==> src/rtl/uart_pkg.sv <==
// Shared UART constants and receiver state encoding (also used by the transmitter).
package uart_pkg;

   localparam logic [13:0] BIT_TIMER_MAX = 14'd10416;
   localparam logic [13:0] HALF_BIT      = BIT_TIMER_MAX / 2;
   localparam int unsigned DATA_BITS     = 8;

   typedef enum logic [2:0] {
      StIdle,
      StStart,
      StData,
      StParity,
      StStop,
      StWaitIdle
   } rx_state_e;

endpackage

==> src/rtl/uart_receiver_if.sv <==
// Receiver-side UART signal bundle: serial line in, byte/strobe/status out.
interface uart_receiver_if;
   import uart_pkg::*;

   logic                 uart_rx;
   logic [DATA_BITS-1:0] rx_data;
   logic                 rx_valid;
   logic                 rx_busy;
   logic                 frame_err;
   logic                 parity_err;

   modport master (
      output uart_rx,
      input  rx_data, rx_valid, rx_busy, frame_err, parity_err
   );

   modport slave (
      input  uart_rx,
      output rx_data, rx_valid, rx_busy, frame_err, parity_err
   );
endinterface

==> src/rtl/sync_2ff.sv <==
// Generic two-flop synchronizer for asynchronous inputs; synchronous active-low reset.
module sync_2ff #(
   parameter int unsigned     Width    = 1,
   parameter logic [Width-1:0] ResetVal = '1
) (
   input  logic             clk_i,
   input  logic             rst_ni,
   input  logic [Width-1:0] d_i,
   output logic [Width-1:0] q_o
);

   logic [Width-1:0] meta_q, sync_q;

   // Two back-to-back capture stages.
   always_ff @(posedge clk_i) begin
      if (!rst_ni) begin
         meta_q <= ResetVal;
         sync_q <= ResetVal;
      end else begin
         meta_q <= d_i;
         sync_q <= meta_q;
      end
   end

   assign q_o = sync_q;

endmodule

==> src/rtl/uart_receiver.sv <==
// 8N1 UART receiver with mid-bit sampling and one-cycle result strobes.
// Optional even-parity bit enabled by defining UART_RX_PARITY_EN.
module uart_receiver import uart_pkg::*; #(
   parameter logic [13:0] BitTimerMax = BIT_TIMER_MAX,
   parameter logic [13:0] HalfBit     = BitTimerMax / 2
) (
   input  logic            clk,
   input  logic            rst_n,
   uart_receiver_if.slave  rx_if
);

   localparam logic [2:0] LastBit = 3'(DATA_BITS - 1);

   logic                 rx_s;
   rx_state_e            state_q, state_d;
   logic [13:0]          timer_q, timer_d;
   logic [2:0]           bit_cnt_q, bit_cnt_d;
   logic [DATA_BITS-1:0] shift_q, shift_d;
   logic [DATA_BITS-1:0] data_q, data_d;
   logic                 valid_q, valid_d;
   logic                 ferr_q, ferr_d;
`ifdef UART_RX_PARITY_EN
   logic                 par_bad_q, par_bad_d;
   logic                 perr_q, perr_d;
`endif

   sync_2ff #(
      .Width    (1),
      .ResetVal (1'b1)
   ) u_rx_sync (
      .clk_i  (clk),
      .rst_ni (rst_n),
      .d_i    (rx_if.uart_rx),
      .q_o    (rx_s)
   );

   // Next-state, timer and datapath decisions from the synchronized line.
   always_comb begin
      state_d   = state_q;
      timer_d   = timer_q + 14'd1;
      bit_cnt_d = bit_cnt_q;
      shift_d   = shift_q;
      data_d    = data_q;
      valid_d   = 1'b0;
      ferr_d    = 1'b0;
`ifdef UART_RX_PARITY_EN
      par_bad_d = par_bad_q;
      perr_d    = 1'b0;
`endif
      unique case (state_q)
         StIdle: begin
            timer_d = '0;
            if (!rx_s) state_d = StStart;
         end
         StStart: begin
            if (timer_q == HalfBit) begin
               timer_d = '0;
               // A line that is high again at mid-start was a glitch.
               if (!rx_s) begin
                  state_d   = StData;
                  bit_cnt_d = '0;
               end else begin
                  state_d = StIdle;
               end
            end
         end
         StData: begin
            if (timer_q == BitTimerMax) begin
               timer_d   = '0;
               shift_d   = {rx_s, shift_q[DATA_BITS-1:1]};
               bit_cnt_d = bit_cnt_q + 3'd1;
               if (bit_cnt_q == LastBit) begin
`ifdef UART_RX_PARITY_EN
                  state_d = StParity;
`else
                  state_d = StStop;
`endif
               end
            end
         end
         StParity: begin
`ifdef UART_RX_PARITY_EN
            if (timer_q == BitTimerMax) begin
               timer_d   = '0;
               par_bad_d = rx_s ^ (^shift_q);
               state_d   = StStop;
            end
`else
            state_d = StIdle;
`endif
         end
         StStop: begin
            if (timer_q == BitTimerMax) begin
               timer_d = '0;
               if (rx_s) begin
                  data_d  = shift_q;
                  valid_d = 1'b1;
`ifdef UART_RX_PARITY_EN
                  perr_d  = par_bad_q;
`endif
                  state_d = StIdle;
               end else begin
                  ferr_d  = 1'b1;
                  state_d = StWaitIdle;
               end
            end
         end
         StWaitIdle: begin
            // Hold through a break until the line returns high.
            timer_d = '0;
            if (rx_s) state_d = StIdle;
         end
         default: begin
            timer_d = '0;
            state_d = StIdle;
         end
      endcase
   end

   // State and output registers with synchronous reset.
   always_ff @(posedge clk) begin
      if (!rst_n) begin
         state_q   <= StIdle;
         timer_q   <= '0;
         bit_cnt_q <= '0;
         shift_q   <= '0;
         data_q    <= '0;
         valid_q   <= 1'b0;
         ferr_q    <= 1'b0;
`ifdef UART_RX_PARITY_EN
         par_bad_q <= 1'b0;
         perr_q    <= 1'b0;
`endif
      end else begin
         state_q   <= state_d;
         timer_q   <= timer_d;
         bit_cnt_q <= bit_cnt_d;
         shift_q   <= shift_d;
         data_q    <= data_d;
         valid_q   <= valid_d;
         ferr_q    <= ferr_d;
`ifdef UART_RX_PARITY_EN
         par_bad_q <= par_bad_d;
         perr_q    <= perr_d;
`endif
      end
   end

   assign rx_if.rx_data   = data_q;
   assign rx_if.rx_valid  = valid_q;
   assign rx_if.rx_busy   = (state_q != StIdle);
   assign rx_if.frame_err = ferr_q;
`ifdef UART_RX_PARITY_EN
   assign rx_if.parity_err = perr_q;
`else
   assign rx_if.parity_err = 1'b0;
`endif

endmodule

==> src/flat_wrapper.sv <==
// flat-port wrapper written by rule: the top's interface ports become plain ports
module uart_receiver_flat import uart_pkg::*;
#(
   parameter logic [13:0] BitTimerMax = BIT_TIMER_MAX,
   parameter logic [13:0] HalfBit     = BitTimerMax / 2
)
  (clk, rst_n, rx_if_uart_rx, rx_if_rx_data, rx_if_rx_valid, rx_if_rx_busy, rx_if_frame_err, rx_if_parity_err);
  uart_receiver_if rx_if_i ();
  input  logic clk;
  input  logic rst_n;
  input wire logic [$bits(rx_if_i.uart_rx)-1:0] rx_if_uart_rx;
  output wire logic [$bits(rx_if_i.rx_data)-1:0] rx_if_rx_data;
  output wire logic [$bits(rx_if_i.rx_valid)-1:0] rx_if_rx_valid;
  output wire logic [$bits(rx_if_i.rx_busy)-1:0] rx_if_rx_busy;
  output wire logic [$bits(rx_if_i.frame_err)-1:0] rx_if_frame_err;
  output wire logic [$bits(rx_if_i.parity_err)-1:0] rx_if_parity_err;
  assign rx_if_i.uart_rx = rx_if_uart_rx;
  assign rx_if_rx_data = rx_if_i.rx_data;
  assign rx_if_rx_valid = rx_if_i.rx_valid;
  assign rx_if_rx_busy = rx_if_i.rx_busy;
  assign rx_if_frame_err = rx_if_i.frame_err;
  assign rx_if_parity_err = rx_if_i.parity_err;
  uart_receiver #(.BitTimerMax(BitTimerMax), .HalfBit(HalfBit)) u_core (.clk(clk), .rst_n(rst_n), .rx_if(rx_if_i));
endmodule
==> config.mk <==
export PLATFORM = sky130hd
export DESIGN_NAME = uart_receiver_flat
export DESIGN_NICKNAME = d
export VERILOG_FILES = /design/src/rtl/uart_pkg.sv /design/src/rtl/uart_receiver_if.sv /design/src/rtl/sync_2ff.sv /design/src/rtl/uart_receiver.sv /design/src/flat_wrapper.sv
export SDC_FILE = /design/constraint.sdc
export NUM_CORES = 1
export LEC_CHECK = 0
export CORE_UTILIZATION = 40
export CTS_BUF_LIST = sky130_fd_sc_hd__clkbuf_8 sky130_fd_sc_hd__clkbuf_16
export CTS_CLUSTER_DIAMETER = 150
export DETAILED_ROUTE_END_ITERATION = 16
export HOLD_SLACK_MARGIN = 0.02
export MAX_ROUTING_LAYER = met4
export PLACE_DENSITY_LB_ADDON = 0.05
export SETUP_SLACK_MARGIN = 0.02
export SLEW_MARGIN = 40
export SYNTH_ARGS = -nofsm -noshare
export SYNTH_HDL_FRONTEND = slang
export SYNTH_SLANG_ARGS = --single-unit
==> constraint.sdc <==
create_clock -name clk -period 2.6 [get_ports clk]
set_input_delay 0.26 -clock clk [delete_from_list [all_inputs] [get_ports clk]]
set_output_delay 0.26 -clock clk [all_outputs]
set_load 0.01 [all_outputs]
Word-level counts from Yosys, hierarchy flattened
Index checks and enable logic that the tools add are counted.
{"block": "classes", "addsub": 2, "n_mul": 0, "div": 0, "order_cmp": 0, "n_eq_ne": 15, "shifts": 0, "muxes": 18, "n_bitwise": 0, "n_reduce_logical": 9}
{"op": "$pmux W14 S3", "count": 1}
{"op": "$mux W3", "count": 10}
{"op": "$mux W14", "count": 2}
{"op": "$pmux W3 S5", "count": 1}
{"op": "$add A14 B1 Y14 const B", "count": 1}
{"op": "$eq A14 B13 Y1 const B", "count": 1}
{"op": "$eq A14 B14 Y1 const B", "count": 1}
{"op": "$eq A3 B3 Y1 const B", "count": 3}
{"op": "$ne A2 B1 Y1 const B", "count": 4}
{"op": "$eq A3 B2 Y1 const B", "count": 2}
{"op": "$ne A2 B2 Y1 const B", "count": 3}
{"op": "$pmux W3 S2", "count": 1}
{"op": "$reduce_and A3 Y1", "count": 2}
{"op": "$reduce_and A6 Y1", "count": 1}
{"op": "$reduce_and A4 Y1", "count": 1}
{"op": "$add A3 B1 Y3 const B", "count": 1}
{"op": "$eq A3 B1 Y1 const B", "count": 1}
{"op": "$logic_not A3 Y1", "count": 1}
{"op": "$reduce_bool A3 Y1", "count": 1}
{"op": "$mux W1", "count": 2}
{"op": "$mux W2", "count": 1}
{"op": "$reduce_and A2 Y1", "count": 1}
{"op": "$reduce_bool A2 Y1", "count": 1}
{"op": "$reduce_or A2 Y1", "count": 1}
{"block": "word_totals", "register_bits": 40, "latchBits": 0, "ramBits": 0, "mem_bits_ro": 0, "in_bits": 3, "output_inout_bits": 12, "n_memories": 0}

Depth between registers and ports, before layout
{"block": "depth", "ltp_word": 4, "mapped_depth": 8, "ltp_nobuf": 7}

Hierarchy
From an unflattened synthesis, not the netlist that was laid out.
{"block": "unflattened", "cells_unflattened": 190, "area_unflattened_um2": 1780.5}
{"mod": "uart_receiver", "n_inst": 1, "cells_per_inst": 186, "area_each_um2": 1727.9, "seq_area_each_um2": 760.7}
{"mod": "sync_2ff", "n_inst": 1, "cells_per_inst": 4, "area_each_um2": 52.6, "seq_area_each_um2": 40.0}

Worst setup path before layout
Ideal clock, no wire load.
{"block": "synth_timing", "path_kind": "register -> register", "startpoint": "register u_core.timer_q[0]", "endpoint": "register u_core.state_q[0]", "setup_time_ns": 0.119, "arrival_time_ns": 2.151, "required_ns": 2.481, "path_slack_ns": 0.331, "stages_incl_launch_ff": 9, "path_buffers": 1, "synth_period_minus_slack_ns": 2.269, "cell_sequence": "dfxtp_1 inv_1 ha_1 or4b_1 nor4_4 nor3_1 or4_1 buf_2 mux2i_1"}
{"block": "synth_via", "elab_chain_cells": 3, "elab_cells_between_ends": 6}
{"item": "start, declared", "line": "uart_receiver.sv:16", "rtl": "logic [13:0] timer_q, timer_d;"}
{"item": "start signal, assigned", "line": "uart_receiver.sv:136", "rtl": "timer_q <= timer_d;"}
{"item": "$eq A14 B14 Y1 / $eq A14 B13 Y1 (equally long branches)", "line": "uart_receiver.sv:68, uart_receiver.sv:93, uart_receiver.sv:56"}
{"item": "$ne A2 B1 Y1 (no source line)"}
{"item": "$reduce_and A6 Y1 (no source line) *"}
{"item": "end signal, assigned", "line": "uart_receiver.sv:123", "rtl": "state_q <= StIdle;"}
{"item": "end signal, assigned", "line": "uart_receiver.sv:135", "rtl": "state_q <= state_d;"}
{"item": "end, declared", "line": "uart_receiver.sv:15", "rtl": "rx_state_e state_q, state_d;"}
Every way passes the cells marked *; elsewhere a longest branch is shown, timed or not.
A chain may end at the register's enable or synchronous reset.

Worst setup path after layout
{"block": "layout_timing", "startpoint": "register u_core.timer_q[0]", "endpoint": "register u_core.state_q[1]"}
Same word-level chain as after synthesis.

==> impl_metrics.yaml <==
cts:
  cts-buffers-inserted: 5
  post_cts_buffers: 0
  clk_latency_ns: 0.29
  postCtsResizedCells: 0
  htreeDepth: 2
  cts_sinks: 40
  holdBufCountCts: 0
  clockRootBuffer: "clkbuf_8"
  cts_tree: "built"
  cts_buffer_depth: 2
  clk_pin_slew_ns: 0.08
critical_path:
  worst-path-max-fanout: 4
  reg2regPathDepth: 7
  timing.rr.start: "u_core.timer_q[0]"
  startpoint: "u_core.timer_q[0]"
  critPathRequiredTime_ns: 2.78
  cp-end-kind: "flop"
  cp-start-kind: "flop"
  r2r-end: "u_core.state_q[1]"
  crit_type: "flop to flop"
  arrival_ns: 2.51
  rrSetupSlack_ns: 0.26
  crit_path_end: "u_core.state_q[1]"
floorplan:
  die_area_um2: 4550
  die_w_um: 67.5
  start_util: 0.422
  num_rows: 23
  die_h_um: 67.5
  io_pins: 15
  core_um2: 4060
power_and_ir_drop:
  netSwitchingPower_w: 0.000324
  clockPowerShare: 0.396
  finalPower_w: 0.00130
  p_comb_frac: 0.104
  peakVddDrop_uv: 274
  p_sw_frac: 0.249
  p_int_w: 0.000975
  leakage_nw: 0.811
  powerDensity_nw_per_um2: 642
  seqPwrFrac: 0.499
routing:
  drtAntennaViolNets: 0
  num_vias: 1291
  drc: 0
  drt-vias-per-instance: 4.98
  wirelength_um: 3040
  drt-initial-drc-count: 121
  routedWlPerCell_um: 11.7
  drt-pass1-iter-count: 4
yosys:
  async_reset_ff_frac: 0
  synthAdderAreaFrac: 0.0292
  ys_top_cells_by_area: "dfxtp_1, mux2i_1, nor2_1"
  synth-main-ff-cell: "dfxtp_1"
  synthSimpleGateAreaFrac: 0.258
  yosysMostFrequentCell: "dfxtp_1"
  syn-num-nets: 199
  synthesis.area_um2: 1710
  synth_compound_area_frac: 0.0401
  syn_area_per_cell_um2: 8.93
  synth_top_area_share: 0.467
  synth.distinct_cells: 34
  synth_seq_area_share: 0.467
  yosys-top-cells-count: "dfxtp_1, nor2_1, nand2_1"
  synth_top_family_by_area: "simple AND/OR/NAND/NOR gates"
  synth_cells: 192
  synth_seq_cells: 40
  yosysWarnings: 0
  synth_edf_count: 0
  synthMuxAreaShare: 0.105
  synth.largest_area_cell: "dfxtp_1"
  synth_xor_area_frac: 0.0613
placed_design:
  placed_cells: 251
  gp_congestion: 0.828
  dpl.hpwl_um: 2140
  port_buffers: 13
sta:
  fin_skew_ns: 0.00648
  setup_tns_ns: 0
  fin_crit_sh: 0.899
  rsz0062_at_grt: "no"
  fmax_mhz: 428
  maxSlewViolCount: 0
  setup_viol: 0
  hold_viol_final: 0
  min_period_ns: 2.34
outcome:
  status: "complete, no violations"
global_routing:
  grt_first_pass_wirelength_um: 5180
  grt_max_degree: 18
  grt-ovfl-total: 0
  globalRouteTotalUtil: 0.158
  grt_pass1_vias: 1152
  grt_antenna_before_repair: 0
final_layout:
  instances_no_fill: 259
  layout.nets: 215
  syn2layout_area_growth_pct: 17.9
  antenna_cells: 0
  drive_gt1_frac: 0.0813
worst_hold_path:
  hp-class: "flop to flop"
flow_run:
  cap_violations: 0
==> flip-flops by register name, summed over array words and instances, names as in the netlist <==
signal / flops
u_core.shift_q: 8
u_core.state_q: 3
u_core.bit_cnt_q: 3
u_core.u_rx_sync.q_o: 1
u_core.u_rx_sync.meta_q: 1
u_core.rx_if.frame_err: 1
u_core.rx_if.rx_valid: 1
u_core.rx_if.rx_data: 8
u_core.timer_q: 14
==> metal layers <==
layer	part of all wire	GRT usage	vias up	routed length, µm
li1	-	-	675	-
met1	0.51	0.201	592	1560
met2	0.44	0.224	17	1320
met3	0.032	0.0456	7	96
met4	0.018	0.0798	0	55
met5	0	-	-	0
==> worst min path at each step <==
stage / endpoint / cells past startpoint / slack [ns] / start
after floorplan: u_core.u_rx_sync.meta_q / 1 / 0.33 / rst_n
after global placement: u_core.u_rx_sync.q_o / 1 / 0.40 / u_core.u_rx_sync.meta_q
after detailed placement: u_core.u_rx_sync.q_o / 1 / 0.42 / u_core.u_rx_sync.meta_q
after CTS: u_core.u_rx_sync.q_o / 1 / 0.44 / u_core.u_rx_sync.meta_q
after global routing: u_core.u_rx_sync.q_o / 1 / 0.44 / u_core.u_rx_sync.meta_q
final: u_core.u_rx_sync.q_o / 1 / 0.43 / u_core.u_rx_sync.meta_q
==> placed cells by master (no fill, tap or decap), drive strengths merged, types with 2 or more instances in the layout <==
master,netlist,routed
o21ai,2,2
nand3,9,9
clkinv,1,3
dfxtp,40,40
xnor2,7,7
a21oi,6,6
or4b,2,2
nand2,22,22
nor4,4,4
nand2b,3,3
o22ai,2,2
nor2,34,34
xor2,5,5
mux2i,18,18
buf,3,5
or2,2,2
nor3,4,4
nand4,3,3
clkbuf,6,5
inv,5,5
clkdlybuf4s50,0,13
ha,4,4
==> cell type report <==
cell class              instances  area [µm²]
fillers                       396        2040
well taps                      50        62.6
inverters                       6        22.5
flip-flops and latches         40         801
repair buffers                 18         168
clock buffers                   5        68.8
clock inverters                 3        47.5
multi-input cells             137         851
==> power groups by stage <==
stage                     Combinational, W  Sequential [W]  Clock (W)
after floorplan                   0.000119        0.000645          0
after global placement            0.000137        0.000662          0
after detailed placement          0.000138        0.000661          0
after CTS                         0.000139        0.000648   0.000532
after global routing              0.000154        0.000652   0.000557
final                             0.000136        0.000648   0.000514
==> stage by stage <==
step           hold WS [ns]  utilization  cell area, µm²  worst slack, ns
2_1_floorplan         0.333            -            1710            0.331
3_3_place_gp          0.399        0.469            1900            0.330
3_5_place_dp          0.416        0.469            1900            0.268
4_1_cts               0.435        0.498            2020            0.254
5_1_grt               0.437        0.498            2020            0.136
6_report              0.432        0.498            2020            0.263
==> worst max-delay path, stage by stage (launching register included) <==
cell and delay, ns:
dfxtp_1 0.34, inv_1 0.06, ha_1 0.12, or4b_1 0.51, nor4_1 0.41, nor3_1 0.11
or4_1 0.51, mux2i_1 0.16
==> kinds of logic after synthesis <==
| logic type | Yosys count |
|---|---|
| AND/OR/NAND/NOR | 90 |
| flip-flops | 40 |
| multiplexers | 18 |
| buffers and inverters | 15 |
| AO/OA/AOI/OAI | 12 |
| XOR/XNOR | 12 |
| adder cells (fa/ha/maj) | 4 |
| other | 1 |
No activity file was read; power rests on OpenSTA's default activity.
==> RTL change 1, RTL diff (config.mk and constraints unchanged) <==
Reset style: asynchronous (`rst_n` and `rst_ni`), changed in 2 clocked blocks. Comments in the files are not updated.
--- a/src/rtl/sync_2ff.sv
+++ b/src/rtl/sync_2ff.sv
@@ -13,5 +13,5 @@
 
    // Two back-to-back capture stages.
-   always_ff @(posedge clk_i) begin
+   always_ff @(posedge clk_i or negedge rst_ni) begin
       if (!rst_ni) begin
          meta_q <= ResetVal;
--- a/src/rtl/uart_receiver.sv
+++ b/src/rtl/uart_receiver.sv
@@ -119,5 +119,5 @@
 
    // State and output registers with synchronous reset.
-   always_ff @(posedge clk) begin
+   always_ff @(posedge clk or negedge rst_n) begin
       if (!rst_n) begin
          state_q   <= StIdle;
Behaviour: differs if rst_n is asserted again (counterexample within 4 cycles, from zero or initial values and one cycle with rst_n low); with rst_n held inactive, the same outputs for 10 cycles.
==> RTL change 1 against the unedited design <==
- synthesized area grew 8.3%
- design area rose by 7.9%
- via count is 7.0% lower
- worst setup slack got worse by 0.13 ns
- sequential cell count stayed put
- routed wire length up 6.3%
- critical endpoint is now u_core.state_q[1]$_DFFE_PN0P_
- highest routed layer unchanged
Power is not compared: it rests on default switching activity, and its combinational part moved more than twofold at a synthesized area within 25%.
==> RTL change 1: results (changes against the unedited design) <==
Global route
The met1 routing resource usage after global routing is 0.2096 (+0.008178). The met3 usage is 0.04473 (-0.0008751). The global routing usage on met2 is 0.2201 (-0.003924). The global-route wire length before repair is 5664 µm (+9.3%).

The maximum number of pins on one net before global-route repair is 41 (+23). The overall global routing resource usage was 0.1533 (-0.004439).

Layout
The final cell count without fillers is 230 (-11%). The final-layout fill cell count is 405 (+2.3%). The layout cell share with drive strength beyond 1 is 0.2472 (+0.1659).

Routing
The final wirelength came to 3229 µm (+6.3%). The initial DRC count was 76 (-37%). The total routed wire length on the met1 layer is 1598 µm (+2.2%). The via count of the routed design is 1200 (-7.0%).

Place
The cell area after placement is 0.002044 mm² (+7.4%). The half-perimeter wire length after detailed placement is 2163 µm (+1.3%). The cell count after placement is 220 (-12%).

Logic synthesis
The fraction of registers with async set/reset is 1.000 (+1.000). The sequential fraction of the synthesis area is 0.5404 (+0.07328). The distinct cell type count of the synthesized netlist came to 39 (+15%). The synthesized netlist net count is 165 (-17%). The proportion of synthesized area in mux cells is 0.1267 (+0.02158). The per-instance average area after synthesis was 11.75 µm² (+32%).

The synthesized-area fraction occupied by ao, oa, aoi and oai cells is 0.03976 (-0.0003886). Ranked by instance count, the synthesized netlist is headed by sky130_fd_sc_hd__dfrtp_1 (38), sky130_fd_sc_hd__nor2_1 (21), sky130_fd_sc_hd__mux2_2 (16). The arithmetic-cell share of the synthesized area counting full adders, half adders and majority gates is 0.02695 (-0.002243).

Yosys attributes the largest share of cell area to sky130_fd_sc_hd__dfrtp_1 (51%), sky130_fd_sc_hd__mux2_2 (9.7%), sky130_fd_sc_hd__nor2_1 (4.2%).

Setup path
The worst register-to-register path ends at u_core.state_q[1]$_DFFE_PN0P_. Tracing the worst setup path back leads to its startpoint at u_core.timer_q[0]$_DFF_PN0_. The number of cells traversed by the worst register-to-register path is 8 (+1). The startpoint of the worst register-to-register path is u_core.timer_q[0]$_DFF_PN0_. The setup slack of the worst register-to-register path is 0.14 ns (-0.13 ns).

The critical path data arrival time came to 2.64 ns (+0.13 ns).

Worst hold path
The cell count of the worst hold path is 0 (-1). The worst min-delay path startpoint is u_core.u_rx_sync.meta_q$_DFF_PN1_.

Timing
The maximum clock skew at final layout was 0.002295 ns (-0.004185 ns).

Run status
The flow ran to the end, and the final reports show no timing, DRC or antenna violations.

Clocking
The count of hold buffers inserted by post-cts repair is 1 (+1).

Power
The total power is 1.083 mW.
==> RTL change 1: area by class of cell <==
| class | count | area [µm²] | area share |
|---|---|---|---|
| multi-input combinational | 108 | 832.0 | 0.3815 |
| timing repair buffer | 18 | 167.7 | 0.07688 |
| inverter | 4 | 15.01 | 0.006885 |
| sequential | 40 | 1003 | 0.4601 |
| tap | 52 | 65.06 | 0.02983 |
| clock buffer | 6 | 82.58 | 0.03787 |
| clock inverter | 2 | 15.01 | 0.006885 |
==> RTL change 1: worst max-delay path, stage by stage (launching register included) <==
cell,delay [ns]
sky130_fd_sc_hd__dfrtp_1,0.41
sky130_fd_sc_hd__inv_1,0.07
sky130_fd_sc_hd__ha_1,0.13
sky130_fd_sc_hd__or4b_4,0.50
sky130_fd_sc_hd__nor4_4,0.32
sky130_fd_sc_hd__buf_4,0.18
sky130_fd_sc_hd__nor2_1,0.04
sky130_fd_sc_hd__or3_4,0.39
sky130_fd_sc_hd__mux2_4,0.31
==> RTL change 2, RTL diff (same flow settings) <==
Made on the original files. The package constant `BIT_TIMER_MAX` goes from 14'd10416 to 14'd5208.
--- a/src/rtl/uart_pkg.sv
+++ b/src/rtl/uart_pkg.sv
@@ -2,5 +2,5 @@
 package uart_pkg;
 
-   localparam logic [13:0] BIT_TIMER_MAX = 14'd10416;
+   localparam logic [13:0] BIT_TIMER_MAX = 14'd5208;
    localparam logic [13:0] HALF_BIT      = BIT_TIMER_MAX / 2;
    localparam int unsigned DATA_BITS     = 8;
Function: same outputs for any inputs over 10 cycles, from zero or initial values and one cycle with rst_n low; that may be too few to reach the edited logic, so the function may still have changed.
==> RTL change 2 against the unedited design <==
- synthesized area rose by 3.3%
- design area increased by 2.3%
- highest routed layer unchanged
- sequential cell count unchanged
- critical path depth unchanged
- via count is 1.7% higher
- combinational power rose by 4%
- die area is 3.2% higher
- worst setup slack better by 0.014 ns
- sequential power hardly changed
- maximum frequency grew 0.60%
- routed wire length rose by 5.5%
- power is 3.4% higher
==> RTL change 2: results (changes against the unedited design) <==
Layout
The final-layout fill cell count is 412 (+4.0%). The share of the final layout cell area in sequential cells came to 0.3874 (-0.008875). The layout inverter count without the clock tree is 5 (-1). The number of multi-input combinational cells is 136 (-0.73%). The number of clock-tree buffers in the layout is 7 (+2). The combined flip-flop and latch cell area is 800.8 µm² (unchanged). The non-clock buffer share of cell area is 0.08838 (+0.005406). The area occupied by multi-input gates is 875.8 µm² (+2.9%). The layout cell share with drive strength beyond 1 is 0.1148 (+0.03349). The clock buffer and inverter area fraction after layout is 0.06114 (+0.003553). The number of buffers outside the clock class in the layout is 20 (+2).

Logic synthesis
The distinct cell type count of the synthesized netlist was 41 (+21%). The arithmetic-cell share of the synthesized area counting full adders, half adders and majority gates is 0.02827 (-0.0009285). The xor and xnor area share after synthesis is 0.05936 (-0.001950).

The proportion of synthesized area in mux cells is 0.1074 (+0.002311). The synthesized-area fraction occupied by ao, oa, aoi and oai cells is 0.03534 (-0.004810). The commonest cells after synthesis are sky130_fd_sc_hd__dfxtp_1 (40), sky130_fd_sc_hd__nor2_1 (36), sky130_fd_sc_hd__mux2i_1 (19), sky130_fd_sc_hd__nand2_1 (19), sky130_fd_sc_hd__nand3_1 (8). The yosys synthesis warning count was 0 (unchanged).

The sequential fraction of the synthesis area is 0.4523 (-0.01486). Ranked by total cell area, the synthesized netlist is headed by sky130_fd_sc_hd__dfxtp_1 (45%), sky130_fd_sc_hd__mux2i_1 (11%), sky130_fd_sc_hd__nor2_1 (7.6%).

Run status
The run finished with clean final reports.

Global route
The via count of the first global-routing pass came to 1203 (+4.4%). The global-route wire length before repair was 5395 µm (+4.1%). The overall global routing resource usage is 0.1682 (+0.01050).

The maximum number of pins on one net before global-route repair came to 19 (+1).

Power
The part of the total power dissipated in sequential elements was 0.482 (-0.017). The standby leakage power came to 0.8408 nW (+3.6%). The power dissipated in combinational cells is 0.142 mW (+4%). The maximum vdd drop is 0.0003132 V (+14%). The net switching power figure is 0.3121 mW (-3.5%).

Routing
The detail-routed via count per cell is 5.069 (+1.7%). The final wirelength is 3205 µm (+5.5%). The met2 wire length was 1606 µm (+21%). The total routed wire length on the met1 layer is 1409 µm (-9.9%).

The initial DRC count was 51 (-58%). The number of detailed-routing iterations run before antenna repair is 4 (unchanged). In this run the top signal layer used is met4. The routed wire length on met3 is 122 µm (+27%).

Place
The minimum setup slack after placement is 0.2497 ns (-0.01840 ns). The final weighted congestion of routability-driven global placement is 0.8360 (+0.92%). The half-perimeter wire length after detailed placement is 2342 µm (+9.7%). The cell area after placement came to 0.001941 mm² (+1.9%).

Clocking
The buffer levels on the longest clock path is 2 (unchanged). The count of cells resized by post-cts repair is 0 (unchanged). The clock edge transition at the registers on the reported setup and hold paths is 0.08 ns (about the same).

Floorplan
The horizontal die dimension is 68.53 µm (+1.6%).

Setup path
The worst setup path is of the register to register kind. The critical path's largest stage delay is 0.58 ns (+0.07 ns). The peak fanout along the critical path is 8 (+4).

On the critical path, the stage with the largest delay is an instance of sky130_fd_sc_hd__or3_1.

Timing
The maximum clock skew at final layout came to 0.007470 ns (+0.0009896 ns).
==> RTL change 2: per-layer routing <==
metal / track usage / vias to the layer above
met5: - / -
met4: 0.08594 / 0
met3: 0.05921 / 6
met2: 0.2721 / 18
met1: 0.1815 / 611
li1: - / 678
==> RTL change 2: final timing paths <==
| kind | end | slack, ns | cells after the start |
|---|---|---|---|
| worst max-delay path | u_core.rx_if.rx_data[4]$_SDFFE_PN0P_ | 0.28 | 7 |
| worst min-delay path | u_core.u_rx_sync.q_o$_SDFF_PN1_ | 0.40 | 1 |
| worst max register to register | u_core.rx_if.rx_data[4]$_SDFFE_PN0P_ | 0.28 | 7 |
| worst min register to register | u_core.u_rx_sync.q_o$_SDFF_PN1_ | 0.40 | 1 |
==> RTL change 2: through the flow <==
stage                     instances  power, mW
after floorplan                 192     0.7802
after global placement          251     0.8039
after detailed placement        251     0.8043
after CTS                       259      1.362
after global routing            259      1.407
final                           259      1.342
